### src/rtl/rv32i_decode_pkg.sv
// Shared types and constants for the RV32I decode stage: opcode map,
// instruction-class and immediate-format enums, and the decoded bundle.
package rv32i_decode_pkg;

  localparam logic [6:0] OPC_LOAD   = 7'b0000011;
  localparam logic [6:0] OPC_OP_IMM = 7'b0010011;
  localparam logic [6:0] OPC_OP     = 7'b0110011;
  localparam logic [6:0] OPC_STORE  = 7'b0100011;
  localparam logic [6:0] OPC_BRANCH = 7'b1100011;
  localparam logic [6:0] OPC_LUI    = 7'b0110111;
  localparam logic [6:0] OPC_AUIPC  = 7'b0010111;
  localparam logic [6:0] OPC_JAL    = 7'b1101111;
  localparam logic [6:0] OPC_JALR   = 7'b1100111;
  localparam logic [6:0] OPC_FENCE  = 7'b0001111;
  localparam logic [6:0] OPC_SYSTEM = 7'b1110011;

  localparam logic [6:0] F7_BASE = 7'b0000000;
  localparam logic [6:0] F7_ALT  = 7'b0100000;

  typedef enum logic [3:0] {
    IT_NONE   = 4'd0,
    IT_LOAD   = 4'd1,
    IT_OP_IMM = 4'd2,
    IT_OP     = 4'd3,
    IT_STORE  = 4'd4,
    IT_BRANCH = 4'd5,
    IT_LUI    = 4'd6,
    IT_AUIPC  = 4'd7,
    IT_JAL    = 4'd8,
    IT_JALR   = 4'd9,
    IT_FENCE  = 4'd10,
    IT_SYSTEM = 4'd11
  } inst_type_e;

  typedef enum logic [2:0] {
    IMM_I    = 3'd0,
    IMM_S    = 3'd1,
    IMM_B    = 3'd2,
    IMM_U    = 3'd3,
    IMM_J    = 3'd4,
    IMM_NONE = 3'd7
  } imm_type_e;

  typedef struct packed {
    inst_type_e inst_type;
    imm_type_e  imm_type;
    logic [6:0] opcode;
    logic [4:0] rd;
    logic [4:0] rs1;
    logic [4:0] rs2;
    logic [2:0] func3;
    logic [6:0] func7;
  } dec_bundle_t;

  // Default bundle: every field zero, no immediate, opcode kept for visibility.
  function automatic dec_bundle_t dec_default(input logic [6:0] opc);
    dec_bundle_t d;
    d           = '0;
    d.inst_type = IT_NONE;
    d.imm_type  = IMM_NONE;
    d.opcode    = opc;
    return d;
  endfunction

endpackage

### src/rtl/rv32i_imm_gen.sv
// Combinational RV32I immediate generator: builds the I/S/B/U/J immediate
// and sign-extends it to XLEN. Only instr[31:7] carries immediate bits.
module rv32i_imm_gen
  import rv32i_decode_pkg::*;
#(
  parameter int unsigned XLEN = 32
) (
  input  logic [31:7]     i_instr,
  input  imm_type_e       i_imm_type,
  output logic [XLEN-1:0] o_imm
);

  logic [31:0] w_imm32;

  // Assemble the 32-bit sign-extended immediate for the selected format.
  always_comb begin
    w_imm32 = '0;
    case (i_imm_type)
      IMM_I: w_imm32 = {{20{i_instr[31]}}, i_instr[31:20]};
      IMM_S: w_imm32 = {{20{i_instr[31]}}, i_instr[31:25], i_instr[11:7]};
      IMM_B: w_imm32 = {{19{i_instr[31]}}, i_instr[31], i_instr[7],
                        i_instr[30:25], i_instr[11:8], 1'b0};
      IMM_U: w_imm32 = {i_instr[31:12], 12'b0};
      IMM_J: w_imm32 = {{11{i_instr[31]}}, i_instr[31], i_instr[19:12],
                        i_instr[20], i_instr[30:21], 1'b0};
      default: w_imm32 = '0;
    endcase
  end

  // Widen to XLEN; every format (including U) extends from bit 31.
  always_comb begin
    o_imm        = {XLEN{w_imm32[31]}};
    o_imm[31:0]  = w_imm32;
  end

endmodule

### src/rtl/rv32i_decode_stage.sv
// Registered RV32I decode stage with valid/ready handshake and flush.
// Optional illegal-instruction detection: define RV32I_DECODE_ILLEGAL_EN.
module rv32i_decode_stage
  import rv32i_decode_pkg::*;
#(
  parameter int unsigned XLEN    = 32,
  parameter int unsigned PC_PASS = 1
) (
  input  logic            clk,
  input  logic            rst,
  input  logic            flush,
  input  logic            in_valid,
  output logic            in_ready,
  input  logic [31:0]     in_instr,
  input  logic [XLEN-1:0] in_pc,
  output logic            out_valid,
  input  logic            out_ready,
  output logic [3:0]      inst_type,
  output logic [2:0]      imm_type,
  output logic [6:0]      opcode,
  output logic [4:0]      rd,
  output logic [4:0]      rs1,
  output logic [4:0]      rs2,
  output logic [2:0]      func3,
  output logic [6:0]      func7,
  output logic [XLEN-1:0] immediate,
  output logic [XLEN-1:0] out_pc,
  output logic            illegal
);

  logic [6:0]      w_op;
  logic [4:0]      w_rd;
  logic [4:0]      w_rs1;
  logic [4:0]      w_rs2;
  logic [2:0]      w_f3;
  logic [6:0]      w_f7;
  logic            w_accept;
  dec_bundle_t     w_dec;
  logic [XLEN-1:0] w_imm;

  logic            r_valid;
  dec_bundle_t     r_dec;
  logic [XLEN-1:0] r_imm;

  assign w_op  = in_instr[6:0];
  assign w_rd  = in_instr[11:7];
  assign w_f3  = in_instr[14:12];
  assign w_rs1 = in_instr[19:15];
  assign w_rs2 = in_instr[24:20];
  assign w_f7  = in_instr[31:25];

  assign in_ready = !r_valid || out_ready;
  assign w_accept = in_valid && in_ready && !flush;

  // Per-opcode field decode; unused fields stay at their zero defaults.
  always_comb begin
    w_dec = dec_default(w_op);
    case (w_op)
      OPC_LOAD: begin
        w_dec.inst_type = IT_LOAD;
        w_dec.imm_type  = IMM_I;
        w_dec.rd        = w_rd;
        w_dec.rs1       = w_rs1;
        w_dec.func3     = w_f3;
      end
      OPC_OP_IMM: begin
        w_dec.inst_type = IT_OP_IMM;
        w_dec.imm_type  = IMM_I;
        w_dec.rd        = w_rd;
        w_dec.rs1       = w_rs1;
        w_dec.func3     = w_f3;
        if (w_f3 == 3'b001 || w_f3 == 3'b101) w_dec.func7 = w_f7;
      end
      OPC_OP: begin
        w_dec.inst_type = IT_OP;
        w_dec.rd        = w_rd;
        w_dec.rs1       = w_rs1;
        w_dec.rs2       = w_rs2;
        w_dec.func3     = w_f3;
        w_dec.func7     = w_f7;
      end
      OPC_STORE: begin
        w_dec.inst_type = IT_STORE;
        w_dec.imm_type  = IMM_S;
        w_dec.rs1       = w_rs1;
        w_dec.rs2       = w_rs2;
        w_dec.func3     = w_f3;
      end
      OPC_BRANCH: begin
        w_dec.inst_type = IT_BRANCH;
        w_dec.imm_type  = IMM_B;
        w_dec.rs1       = w_rs1;
        w_dec.rs2       = w_rs2;
        w_dec.func3     = w_f3;
      end
      OPC_LUI: begin
        w_dec.inst_type = IT_LUI;
        w_dec.imm_type  = IMM_U;
        w_dec.rd        = w_rd;
      end
      OPC_AUIPC: begin
        w_dec.inst_type = IT_AUIPC;
        w_dec.imm_type  = IMM_U;
        w_dec.rd        = w_rd;
      end
      OPC_JAL: begin
        w_dec.inst_type = IT_JAL;
        w_dec.imm_type  = IMM_J;
        w_dec.rd        = w_rd;
      end
      OPC_JALR: begin
        w_dec.inst_type = IT_JALR;
        w_dec.imm_type  = IMM_I;
        w_dec.rd        = w_rd;
        w_dec.rs1       = w_rs1;
        w_dec.func3     = w_f3;
      end
      OPC_FENCE: begin
        w_dec.inst_type = IT_FENCE;
        w_dec.imm_type  = IMM_I;
        w_dec.rd        = w_rd;
        w_dec.rs1       = w_rs1;
        w_dec.func3     = w_f3;
      end
      OPC_SYSTEM: begin
        w_dec.inst_type = IT_SYSTEM;
        w_dec.imm_type  = IMM_I;
        w_dec.rd        = w_rd;
        w_dec.rs1       = w_rs1;
        w_dec.func3     = w_f3;
      end
      default: ;
    endcase
  end

  rv32i_imm_gen #(
    .XLEN (XLEN)
  ) u_imm_gen (
    .i_instr    (in_instr[31:7]),
    .i_imm_type (w_dec.imm_type),
    .o_imm      (w_imm)
  );

  // Output valid: reset beats flush, flush beats accept, drain clears.
  always_ff @(posedge clk) begin
    if (!rst)          r_valid <= 1'b0;
    else if (flush)    r_valid <= 1'b0;
    else if (w_accept) r_valid <= 1'b1;
    else if (out_ready) r_valid <= 1'b0;
  end

  // Decoded data registers load only on an accepted beat.
  always_ff @(posedge clk) begin
    if (!rst) begin
      r_dec <= dec_default('0);
      r_imm <= '0;
    end else if (w_accept) begin
      r_dec <= w_dec;
      r_imm <= w_imm;
    end
  end

  generate
    if (PC_PASS != 0) begin : g_pc
      logic [XLEN-1:0] r_pc;
      // PC travels with the beat.
      always_ff @(posedge clk) begin
        if (!rst)          r_pc <= '0;
        else if (w_accept) r_pc <= in_pc;
      end
      assign out_pc = r_pc;
    end else begin : g_no_pc
      assign out_pc = '0;
    end
  endgenerate

`ifdef RV32I_DECODE_ILLEGAL_EN
  logic w_illegal;
  logic r_illegal;

  // Flag reserved encodings of the RV32I base set.
  always_comb begin
    w_illegal = 1'b0;
    case (w_op)
      OPC_LOAD:   w_illegal = (w_f3 == 3'b011) || (w_f3 == 3'b110) || (w_f3 == 3'b111);
      OPC_STORE:  w_illegal = (w_f3 > 3'b010);
      OPC_BRANCH: w_illegal = (w_f3 == 3'b010) || (w_f3 == 3'b011);
      OPC_JALR:   w_illegal = (w_f3 != 3'b000);
      OPC_OP: begin
        if (w_f7 == F7_BASE)     w_illegal = 1'b0;
        else if (w_f7 == F7_ALT) w_illegal = !((w_f3 == 3'b000) || (w_f3 == 3'b101));
        else                     w_illegal = 1'b1;
      end
      OPC_OP_IMM: begin
        if (w_f3 == 3'b001)      w_illegal = (w_f7 != F7_BASE);
        else if (w_f3 == 3'b101) w_illegal = !((w_f7 == F7_BASE) || (w_f7 == F7_ALT));
        else                     w_illegal = 1'b0;
      end
      OPC_LUI, OPC_AUIPC, OPC_JAL, OPC_FENCE, OPC_SYSTEM: w_illegal = 1'b0;
      default:    w_illegal = 1'b1;
    endcase
    if (in_instr[1:0] != 2'b11) w_illegal = 1'b1;
  end

  // Illegal flag is registered alongside the beat it describes.
  always_ff @(posedge clk) begin
    if (!rst)          r_illegal <= 1'b0;
    else if (w_accept) r_illegal <= w_illegal;
  end

  assign illegal = r_illegal;
`else
  assign illegal = 1'b0;
`endif

  assign out_valid = r_valid;
  assign inst_type = r_dec.inst_type;
  assign imm_type  = r_dec.imm_type;
  assign opcode    = r_dec.opcode;
  assign rd        = r_dec.rd;
  assign rs1       = r_dec.rs1;
  assign rs2       = r_dec.rs2;
  assign func3     = r_dec.func3;
  assign func7     = r_dec.func7;
  assign immediate = r_imm;

endmodule

### config.mk
export PLATFORM = sky130hd
export DESIGN_NAME = rv32i_decode_stage
export DESIGN_NICKNAME = d
export VERILOG_FILES = /design/src/rtl/rv32i_decode_pkg.sv /design/src/rtl/rv32i_imm_gen.sv /design/src/rtl/rv32i_decode_stage.sv
export SDC_FILE = /design/constraint.sdc
export NUM_CORES = 1
export LEC_CHECK = 0
export CELL_PAD_IN_SITES_DETAIL_PLACEMENT = 0
export CELL_PAD_IN_SITES_GLOBAL_PLACEMENT = 1
export CORE_UTILIZATION = 34
export CTS_CLUSTER_SIZE = 14
export DETAILED_ROUTE_END_ITERATION = 12
export GPL_TIMING_DRIVEN = 0
export PLACE_DENSITY = 0.93
export SKIP_CTS_REPAIR_TIMING = 1
export SLEW_MARGIN = 15
export SYNTH_ARGS = -nofsm -noshare
export SYNTH_HDL_FRONTEND = slang
export SYNTH_SLANG_ARGS = --single-unit
export TNS_END_PERCENT = 1
### constraint.sdc
create_clock -name clk -period 5.1 [get_ports clk]
set_input_delay 1.53 -clock clk [delete_from_list [all_inputs] [get_ports clk]]
set_output_delay 1.53 -clock clk [all_outputs]
set_load 0.01 [all_outputs]
==> impl_metrics.ini <==
[critical_path]
start_kind = primary input
cp_data_required_time_ps = 3570
r2r_slack_ps = 3240
path_cells = clkdlybuf4s50_1, and2b_1, inv_1, clkdlybuf4s50_1
critPathKind = in2out
max_stage_delay_ps = 570
cp.buffers_inverters = 3
crit_top_cell = clkdlybuf4s50_1
crit_arrival_ps = 2870
critical_path.endpoint_type = output pin
path_delay_family = buffers and inverters
crit_path_max_fanout = 4
cp_slowest_cell = clkdlybuf4s50_1

[synth]
synth_top_area_share = 0.473
ys_async_sr_fraction = 0
yosysWarnings = 0
synth_top_area_cell = dfxtp_1
synth_area_leaders = dfxtp_1, nand2_1, a21boi_0
synth.ff_latch_count = 104
yosysMostFrequentCell = nand2_1
ys.flop_type = dfxtp_1
synth_commonest_cells = nand2_1, dfxtp_1, a21boi_0, nor2b_1, o21ai_1
synthCells = 483
syn_area_sq_mm = 0.00441
ys_seq_area_frac = 0.473
synth_cell_types = 53
avgSynthCellArea_sq_um = 9.12
syn_nets = 552
synth_edf_count = 0

[sta]
rsz0062_at_grt = false
setup_tns_ps = 0
finalHoldViolCount = 0
period_share = 0.863
setup_violations = 0
maxSlewHeadroom = 0.403
fin_skew_ps = 11.5
min_period_ps = 4400
fin_ws_ps = 700
slew_violations = 0
worst_pin_slew_ps = 884
fmax_ghz = 0.227

[final_layout]
nFillCells = 1191
drive_above_1_share = 0.0908
synthToLayoutAreaGrowth_pct = 51.2
diodes = 0
layout.nets = 736

[route]
wl_per_cell_um = 16.2
firstDrtPassIters = 5
drc = 0
routed_wl_um = 13700
post_drt_via_cell_ratio = 5.02
dr_total_vias = 4241
drt_iter0_drc = 287
drtAntennaViolNets = 0

[clock_network]
clk_latency_ps = 350
cts_tree = yes
clock_sinks = 104
cts.clk_slew.worst_paths_ps = 80
cts_buffers = 9
root_buffer = clkbuf_16
max-clock-path-buffers = 2
htree_levels = 3

[global_route]
antenna_found_initial = 0
grt_pass1_wl_um = 21700
gr-total-overflow = 0
grt_max_degree = 22
grt_use_total = 0.209
grt_pass1_vias = 4170

[placed_design]
dp_hpwl_um = 10500
dp_slack_ps = 709
gp_congestion = 0.880
io_buffers = 173

[floorplanning]
die_w_um = 116
rows = 41
initial_core_util = 0.349
dieHeight_um = 116
core_area_sq_mm = 0.0126
die_area_sq_mm = 0.0134
io_pins = 175

[hold_path]
hold_class = reg2reg

[job]
cap_violations = 0

[status]
outcome = finished, final reports clean

[power_and_ir_drop]
pwr_density_cell_mw_per_mm2 = 265
vdd_ir_drop_max_mv = 0.176
leakage_nw = 2.28
-- state kept, by name, summed over array words and instances, names as in the netlist --
| register | count |
|---|---|
| immediate | 32 |
| out_pc | 32 |
| func7 | 7 |
| opcode | 7 |
| rd | 5 |
| rs1 | 5 |
| rs2 | 5 |
| inst_type | 4 |
| func3 | 3 |
| imm_type | 3 |
| out_valid | 1 |
-- cell type report --
class / count / area (sq um) / area share
buffer: 38 / 239 / 0.0359
clock buffer: 9 / 225 / 0.0338
clock inverter: 7 / 83.8 / 0.0126
inverter: 3 / 11.3 / 0.00169
multi-input combinational: 338 / 2070 / 0.311
sequential: 104 / 2080 / 0.313
tap: 172 / 215 / 0.0323
timing repair buffer: 173 / 1730 / 0.260
-- power breakdown --
| group | leakage (nW) | internal [mW] | switching [mW] |
|---|---|---|---|
| Clock | 0.151 | 0.352 | 0.345 |
| Sequential | 0.843 | 0.829 | 0.00941 |
| Combinational | 1.29 | 0.119 | 0.111 |
-- tightest hold or removal path: cells and delay by family (launching register included) --
family	cells	cell delay [ps]
AO/OA/AOI/OAI	1	50
AND/OR/NAND/NOR	1	50
flip-flops	1	320
-- layer usage --
layer,vias to the layer above,GRT usage,share of wire
met3,12,0.0643,0.081
met1,1983,0.262,0.43
met2,168,0.346,0.47
met5,-,0,0
met4,0,0.0607,0.013
li1,2078,-,-
-- kinds of logic (layout without fill, tap and decap cells) --
logic type	count (synthesis)	in the layout	share of synthesized area
simple gates	180	180	0.211
other cells	1	1	0.000851
compound gates	157	157	0.259
flops	104	104	0.473
buf+inv	41	230	0.0568
-- path summary, 6_finish.rpt --
check / startpoint / depth (start not counted) / end
hold reg to reg: immediate[25] / 2 / immediate[25]
hold / removal: immediate[25] / 2 / immediate[25]
setup reg to reg: out_valid / 6 / rd[3]
setup / recovery: out_ready / 4 / in_ready
-- cells in the final DEF (no fill, tap or decap), types with 3 or more instances in the layout --
| cell type | Yosys | routed |
|---|---|---|
| clkdlybuf4s50_1 | 0 | 173 |
| nand2_1 | 108 | 108 |
| dfxtp_1 | 104 | 104 |
| a21boi_0 | 42 | 42 |
| nor2b_1 | 22 | 22 |
| o21ai_1 | 22 | 22 |
| a21oi_1 | 20 | 20 |
| clkbuf_1 | 17 | 17 |
| a22oi_1 | 15 | 15 |
| buf_2 | 9 | 9 |
| clkbuf_16 | 0 | 9 |
| o21ai_0 | 8 | 8 |
| nor2_1 | 8 | 8 |
| a32o_1 | 8 | 8 |
| a221oi_1 | 8 | 8 |
| a32oi_1 | 8 | 8 |
| a22o_1 | 7 | 7 |
| nand3_1 | 6 | 6 |
| nor4b_2 | 5 | 5 |
| nor3b_1 | 4 | 4 |
| buf_6 | 4 | 4 |
| and2_1 | 4 | 4 |
| buf_4 | 4 | 4 |
| clkbuf_8 | 4 | 4 |
| a21oi_2 | 4 | 4 |
| inv_1 | 3 | 3 |
| a31oi_1 | 3 | 3 |
| inv_8 | 0 | 3 |
-- stage by stage --
step / hold WS (ps) / total power [mW] / utilization / instance area (sq um) / cells
3_5_place_dp: 440 / 1.09 / 0.503 / 6350 / 828
3_3_place_gp: 435 / 1.08 / 0.503 / 6350 / 828
6_report: 447 / 1.77 / 0.528 / 6660 / 844
2_1_floorplan: 470 / 0.958 / - / 4410 / 483
5_1_grt: 470 / 1.84 / 0.528 / 6660 / 844
4_1_cts: 451 / 1.78 / 0.528 / 6660 / 844
Note: power is estimated with default switching activity, not from simulation.
